**config.mk**
```make
export PLATFORM = sky130hd
export DESIGN_NAME = ysyx_23060184_idu_pipe
export DESIGN_NICKNAME = d
export VERILOG_FILES = /design/src/rtl/ysyx_23060184_idu_pipe.sv
export SDC_FILE = /design/constraint.sdc
export NUM_CORES = 1
export LEC_CHECK = 0
export ABC_AREA = 1
export CORE_MARGIN = 1
export CORE_UTILIZATION = 45
export CTS_CLUSTER_SIZE = 30
export DETAILED_ROUTE_END_ITERATION = 8
export PLACE_DENSITY = 0.72
export SYNTH_ARGS = -nofsm -noshare
export SYNTH_HDL_FRONTEND = slang
export SYNTH_SLANG_ARGS = --single-unit
```
**constraint.sdc**
```tcl
create_clock -name clk -period 3.27 [get_ports clk]
set_clock_uncertainty 0.1 [all_clocks]
set_input_delay 0.327 -clock clk [delete_from_list [all_inputs] [get_ports clk]]
set_output_delay 0.327 -clock clk [all_outputs]
set_load 0.03 [all_outputs]
```
**src/rtl/ysyx_23060184_idu_pipe.sv**
```systemverilog
// Pipelined decode stage: one-entry ID register, RegFile read with writeback bypass,
// pending-write scoreboard for RAW/WAW blocking, and a registered ID/EX issue slot.
module ysyx_23060184_idu_pipe #(
   parameter int XLEN  = 32,
   parameter int NREG  = 32,
   parameter int CNT_W = 2,
   localparam int AW   = $clog2(NREG)
) (
   input  logic            clk,
   input  logic            rstn,
   input  logic            in_valid,
   output logic            in_ready,
   input  logic [31:0]     in_inst,
   input  logic [XLEN-1:0] in_pc,
   output logic [AW-1:0]   rf_raddr1,
   output logic [AW-1:0]   rf_raddr2,
   input  logic [XLEN-1:0] rf_rdata1,
   input  logic [XLEN-1:0] rf_rdata2,
   input  logic            wb_valid,
   input  logic [AW-1:0]   wb_rd,
   input  logic [XLEN-1:0] wb_data,
   input  logic            flush,
   output logic            out_valid,
   input  logic            out_ready,
   output logic [31:0]     out_inst,
   output logic [XLEN-1:0] out_pc,
   output logic [XLEN-1:0] out_rs1,
   output logic [XLEN-1:0] out_rs2,
   output logic [AW-1:0]   out_rd,
   output logic            out_regwr,
   output logic            stall
);

   localparam logic [6:0] OP_LUI     = 7'b0110111;
   localparam logic [6:0] OP_AUIPC   = 7'b0010111;
   localparam logic [6:0] OP_JAL     = 7'b1101111;
   localparam logic [6:0] OP_BRANCH  = 7'b1100011;
   localparam logic [6:0] OP_STORE   = 7'b0100011;
   localparam logic [6:0] OP_OP      = 7'b0110011;
   localparam logic [6:0] OP_MISCMEM = 7'b0001111;
   localparam logic [6:0] OP_SYSTEM  = 7'b1110011;
   localparam logic [CNT_W-1:0] CNT_MAX = {CNT_W{1'b1}};

   logic            id_valid;
   logic [31:0]     id_inst;
   logic [XLEN-1:0] id_pc;
   logic [CNT_W-1:0] sb [NREG];

   logic [6:0]      opcode;
   logic [2:0]      funct3;
   logic [AW-1:0]   rs1, rs2, rd;
   logic            is_system;
   logic            chk_rs1, chk_rs2, regwr;
   logic            haz1, haz2, waw, hazard;
   logic            issue, load;
   logic [XLEN-1:0] op1, op2;
   logic [NREG-1:0] sb_inc, sb_dec;

   assign rs1       = id_inst[15+:AW];
   assign rs2       = id_inst[20+:AW];
   assign rd        = id_inst[7+:AW];
   assign rf_raddr1 = rs1;
   assign rf_raddr2 = rs2;
   assign load      = in_valid && in_ready;

   // Decode source/destination use, evaluate hazards and form the handshakes.
   // chk_rs* already exclude x0 so register 0 can never raise a hazard.
   always_comb begin
      opcode    = id_inst[6:0];
      funct3    = id_inst[14:12];
      is_system = (opcode == OP_SYSTEM);
      chk_rs1   = !(opcode == OP_LUI || opcode == OP_AUIPC || opcode == OP_JAL)
                  && !(is_system && (funct3 == 3'b000 || funct3[2]))
                  && (rs1 != '0);
      chk_rs2   = (opcode == OP_BRANCH || opcode == OP_STORE || opcode == OP_OP)
                  && (rs2 != '0);
      regwr     = (rd != '0)
                  && !(opcode == OP_BRANCH || opcode == OP_STORE || opcode == OP_MISCMEM)
                  && !(is_system && funct3 == 3'b000);
      haz1 = chk_rs1 &&
             (((sb[rs1] != '0) && !(wb_valid && wb_rd == rs1 && sb[rs1] == CNT_W'(1)))
              || (out_valid && out_regwr && out_rd == rs1));
      haz2 = chk_rs2 &&
             (((sb[rs2] != '0) && !(wb_valid && wb_rd == rs2 && sb[rs2] == CNT_W'(1)))
              || (out_valid && out_regwr && out_rd == rs2));
      waw  = regwr && ((sb[rd] == CNT_MAX) || (out_valid && out_regwr && out_rd == rd));
      hazard   = haz1 || haz2 || waw;
      issue    = id_valid && !hazard && (!out_valid || out_ready) && !flush;
      in_ready = (!id_valid || issue) && !flush;
      stall    = id_valid && !issue;
      op1 = (rs1 == '0) ? '0 : ((wb_valid && wb_rd == rs1) ? wb_data : rf_rdata1);
      op2 = (rs2 == '0) ? '0 : ((wb_valid && wb_rd == rs2) ? wb_data : rf_rdata2);
   end

   // ID register: flush kills the entry and blocks the load in the same cycle.
   always_ff @(posedge clk or negedge rstn) begin
      if (!rstn) begin
         id_valid <= 1'b0;
         id_inst  <= '0;
         id_pc    <= '0;
      end else if (flush) begin
         id_valid <= 1'b0;
      end else if (load) begin
         id_valid <= 1'b1;
         id_inst  <= in_inst;
         id_pc    <= in_pc;
      end else if (issue) begin
         id_valid <= 1'b0;
      end
   end

   always_ff @(posedge clk or negedge rstn) begin
      if (!rstn) begin
         out_valid <= 1'b0;
         out_inst  <= '0;
         out_pc    <= '0;
         out_rs1   <= '0;
         out_rs2   <= '0;
         out_rd    <= '0;
         out_regwr <= 1'b0;
      end else if (flush) begin
         out_valid <= 1'b0;
      end else if (issue) begin
         out_valid <= 1'b1;
         out_inst  <= id_inst;
         out_pc    <= id_pc;
         out_rs1   <= op1;
         out_rs2   <= op2;
         out_rd    <= rd;
         out_regwr <= regwr;
      end else if (out_ready) begin
         out_valid <= 1'b0;
      end
   end

   // A write becomes pending once EXU takes it; a slot killed by flush never counts.
   always_comb begin
      sb_inc = '0;
      sb_dec = '0;
      if (out_valid && out_ready && out_regwr && !flush) sb_inc[out_rd] = 1'b1;
      if (wb_valid && wb_rd != '0) sb_dec[wb_rd] = 1'b1;
   end

   always_ff @(posedge clk or negedge rstn) begin
      if (!rstn) begin
         for (int i = 0; i < NREG; i++) sb[i] <= '0;
      end else begin
         for (int i = 0; i < NREG; i++) begin
            if (sb_inc[i] && !sb_dec[i])
               sb[i] <= sb[i] + CNT_W'(1);
            else if (sb_dec[i] && !sb_inc[i] && sb[i] != '0)
               sb[i] <= sb[i] - CNT_W'(1);
         end
      end
   end

   // A writeback to a register with no pending write means the EXU misbehaved.
   always @(posedge clk) begin
      if (rstn && wb_valid && wb_rd != '0) assert (sb[wb_rd] != '0);
   end

endmodule

```
==> summary.txt <==
Power
  – Clock Power Share: a little over a fifth
  – Power density over the cells: 784 nW/um^2
  – Comb power frac: 45.9%
  – Seq pwr share: approximately a third
  – Peak supply drop: 0.659 mV
  – Total Power: 15,300 uW
  – Internal: 8720 uW
  – Sw power: 6530 uW
  – Sw Ratio: 42.8%
  – Static leakage power: 0.00919 uW

Clock network
  – Maximum level of the CTS H-tree: 1
  – Post CTS Setup Buffer Count: 0
  – Worst-case clock buffer depth: 3
  – Source-to-sink clock delay at the later pin of the worst-skew pair: just under 0.6 ns
  – Cell at the root of the clock tree: sky130_fd_sc_hd__clkbuf_16
  – Clock buffer count from CTS: 29
  – Clock tree sinks: about 260
  – CTS tree: done
  – Register clock-pin slew on the reported worst setup and hold paths: 0.06 ns

Hold path
  – Hold Path Class: in -> reg
  – Hold-critical path endpoint: id_pc[13]
  – Hold path startpoint: in_pc[13]
  – Number of cells on the worst hold path: 3

Logic synthesis
  – Async set-or-reset flop fraction in the synthesized netlist: 100%
  – Cell area after synthesis: around 15,000 um^2
  – Number of register bits inferred by synthesis: 259
  – Mean area per synthesized cell: 7.52 um^2
  – Area fraction of the dominant cell type after synthesis: 43.7%
  – Cells after Synth: between 1,500 and 2,000
  – Post-synth cell types: 43
  – Synthesized net count: between 2,000 and 2,500
  – Number of enable flip-flop cells after synthesis: 0
  – Area leader, netlist: sky130_fd_sc_hd__dfrtp_1
  – Fraction of the yosys area taken by sequential cells: 43.7%
  – Leading cell types by total area after synthesis: sky130_fd_sc_hd__dfrtp_1 44%, sky130_fd_sc_hd__nand2_1 14%, sky130_fd_sc_hd__nand4_1 5.7%
  – Most frequently used flop master after synthesis: sky130_fd_sc_hd__dfrtp_1
  – Number of synthesis warnings: 0

Global routing
  – Wire length of the first global-routing pass: 84,500 um
  – Initial antenna violation count: 2
  – Final global-route overflow total: 0
  – GRT Resource Usage Total: about a third
  – Largest net degree at the start of global routing: 116
  – Vias in the first global route: around 15,000

Final layout
  – Finished layout cell area: 19,500 um^2
  – Share of layout cells above drive strength 1: 7.41%
  – Area grow syn2layout: 31.3%
  – Post-layout net count: about 2,400

Floorplanning
  – Area inside the core boundary: 32,500 um^2
  – Die Span X: 184 um
  – Initial Utilization: 45.7%
  – Die Y: roughly 180 um
  – Die outline area: between 30,000 and 40,000 um^2
  – Total number of placement rows: 66
  – # IOs: 318

Worst setup path
  – Crit-path most repeated cell: sky130_fd_sc_hd__nand2_1
  – Crit path kind: reg -> out
  – Count of cells along the worst register-to-register path: 12
  – Ordered cell list for the critical path: inv_1 > o21ai_0 > a21oi_2 > nand3_2 > nand3_1 > nand2_1 > nand2_1 > and3_4 > a31oi_2 > buf_6
  – Reg2reg setup slack: 0.28 ns
  – Cell with the biggest individual delay on the critical path: sky130_fd_sc_hd__dfrtp_1
  – Delay contributed by the slowest stage of the critical path: 0.37 ns
  – Cell family contributing the most delay on the critical path: simple AND/OR/NAND/NOR gates
  – Peak fanout along the critical path: 10
  – Reg-to-reg critical path startpoint: id_inst[17]
  – Data required, critical path: around 2.8 ns
  – Startpoint kind of the worst setup timing path: flop
  – Critical path data arrival time: 2.71 ns
  – Crit Reg-Reg Endpoint: id_inst[12]
  – Category of the worst setup path capture point: primary output
  – Number of buffers and inverters on the critical path: 2

Placed design
  – Count of input and output buffers: 317
  – Final weighted congestion in routability-driven placement: 0.941
  – Cell Area, Placed: between 15,000 and 20,000 um^2
  – Setup WS pre-CTS: approximately 0.16 ns
  – Detail Placement HPWL: about 38,000 um

STA
  – Transition time at the pin with the least slew margin: 0.979 ns
  – Worst-case hold slack: between 0.2 and 0.25 ns
  – Final period utilization: 95.9%
  – Time the final worst path needs with I/O delays and setup: 3.14 ns
  – Max transition margin: 34.8%
  – Setup slack of the critical path after layout: between 0.1 and 0.15 ns
  – Hold violation count in the final report: 0
  – Accumulated negative setup slack: 0 ns
  – Max-slew violation total from the final report: 0
  – Final setup violation count: 0
  – Fmax: ~320 MHz

Route
  – DRT antenna net count: 0
  – WL/cell: 20.2 um
  – Total wirelength of the detailed-routed design: 54,800 um
  – Total number of vias: 15,500
  – Count of TritonRoute iterations in the first routing pass: 5
  – Number of vias per cell after detailed routing: 5.73
  – First DRT Iteration DRCs: 1,415
  – DRC viols: 0

Run status
  – Status: finished, final reports clean

Job
  – Reported max-cap violation count: 0
-- cells in the final DEF, fill, tap and decap left out, drive strengths merged, types with 6 or more instances in the layout --
master and n:
a21o 64, o22ai 15, nand4 134, a21oi 55
inv 190, mux2 8, buf 69, clkinv 8
nand2 555, o31a 6, o211ai 22, xor2 16
clkdlybuf4s50 313, nor3 35, nor2 84, o21ai 202
dfrtp 259, nand3 149, o31ai 7, clkbuf 41
-- per-stage QoR --
stage          std cells  utilization (%)
3_3_place_gp        2657             56.7
3_5_place_dp        2657             56.7
2_1_floorplan       1971                -
5_1_grt             2709             59.9
4_1_cts             2709             59.7
6_report            2711             60.0
-- flip-flops by register name, indices dropped and copies added, names as in the netlist --
signal / cells
id_inst: 32
out_regwr: 1
sb: 64
out_rs1: 32
out_inst: 32
id_valid: 1
out_rs2: 32
out_valid: 1
id_pc: 32
out_pc: 32
-- timing repair --
item                                    4_1_cts  5_1_grt
endpoints found under the setup margin        1        2
resized for setup                             2       23
endpoints found under the hold margin       109        0
hold buffers                                  1        0
-- power groups by stage --
stage,clock network (uW),logic (uW),registers (uW)
6_report,3310,7000,4940
2_1_floorplan,0,2670,6180
5_1_grt,3480,7450,5050
3_5_place_dp,0,6900,4940
3_3_place_gp,0,6820,4930
4_1_cts,3360,6930,4910
-- how the worst max path moves through the flow --
stage / startpoint / endpoint / slack [ns] / cells after the start
after floorplan: out_inst[11] / stall / 0.78 / 11
after global placement: wb_rd[3] / id_inst[15] / 0.23 / 12
after detailed placement: wb_rd[3] / id_inst[15] / 0.16 / 12
after CTS: id_inst[20] / stall / 0.04 / 12
after global routing: out_inst[8] / stall / -0.02 / 11
final: id_inst[17] / stall / 0.13 / 10
-- per-layer routing --
layer  part of all wire, %  GRT usage (%)  routed length (um)  up-vias
met5                 0.031              0                  17        -
met4                   4.6           13.1                2510        2
met3                   9.9           7.57                5420      148
met2                    45           49.8               24400      786
met1                    41           43.5               22500     7443
li1                      -              -                   -     7157
-- worst min-delay path: stages --
cell	delay, ns
sky130_fd_sc_hd__clkdlybuf4s50_1	0.39
sky130_fd_sc_hd__nand4_1	0.08
sky130_fd_sc_hd__nand2_1	0.05
-- cells in the mapped netlist, types with 2 or more instances --
cell type                  instances
sky130_fd_sc_hd__nand2_1         555
sky130_fd_sc_hd__dfrtp_1         259
sky130_fd_sc_hd__inv_1           180
sky130_fd_sc_hd__nand3_1         145
sky130_fd_sc_hd__nand4_1         134
sky130_fd_sc_hd__o21ai_1         100
sky130_fd_sc_hd__o21ai_0          92
sky130_fd_sc_hd__nor2_1           84
sky130_fd_sc_hd__a21o_1           64
sky130_fd_sc_hd__clkbuf_1         56
sky130_fd_sc_hd__a21oi_1          55
sky130_fd_sc_hd__buf_2            44
sky130_fd_sc_hd__nor3_1           34
sky130_fd_sc_hd__buf_4            22
sky130_fd_sc_hd__o211ai_1         22
sky130_fd_sc_hd__buf_6            16
sky130_fd_sc_hd__xor2_1           16
sky130_fd_sc_hd__o22ai_1          15
sky130_fd_sc_hd__o21ai_2          10
sky130_fd_sc_hd__inv_2             8
sky130_fd_sc_hd__mux2_2            8
sky130_fd_sc_hd__o31ai_1           7
sky130_fd_sc_hd__o31a_1            6
sky130_fd_sc_hd__o221ai_1          5
sky130_fd_sc_hd__a211oi_1          3
sky130_fd_sc_hd__a31oi_1           3
sky130_fd_sc_hd__nand2b_1          3
sky130_fd_sc_hd__nand3_2           3
sky130_fd_sc_hd__o21a_1            3
sky130_fd_sc_hd__a21boi_0          2
sky130_fd_sc_hd__clkinv_1          2
sky130_fd_sc_hd__mux2i_1           2
sky130_fd_sc_hd__nand3b_1          2
sky130_fd_sc_hd__o21bai_1          2
-- cell families (layout without fill, tap and decap cells) --
family                 after synthesis  count (layout)  share of synthesized area, %
other                                0               2                             0
flip-flops                         259             259                          43.7
buffers and inverters              328             624                          10.0
XOR/XNOR                            17              17                          1.00
AND/OR/NAND/NOR                    964             964                          28.6
multiplexers                        10              10                         0.743
AO/OA/AOI/OAI                      393             393                          15.9
-- final cells by class --
type | instances | area (um^2)
Inverter | 190 | 723
Tap cell | 442 | 553
Timing Repair Buffer | 383 | 3830
Antenna cell | 2 | 5.00
Clock inverter | 10 | 100
Multi-Input combinational cell | 1384 | 6900
Sequential cell | 259 | 6490
Fill cell | 2940 | 13000
Clock buffer | 41 | 861
Note: power is estimated with default switching activity, not from simulation.
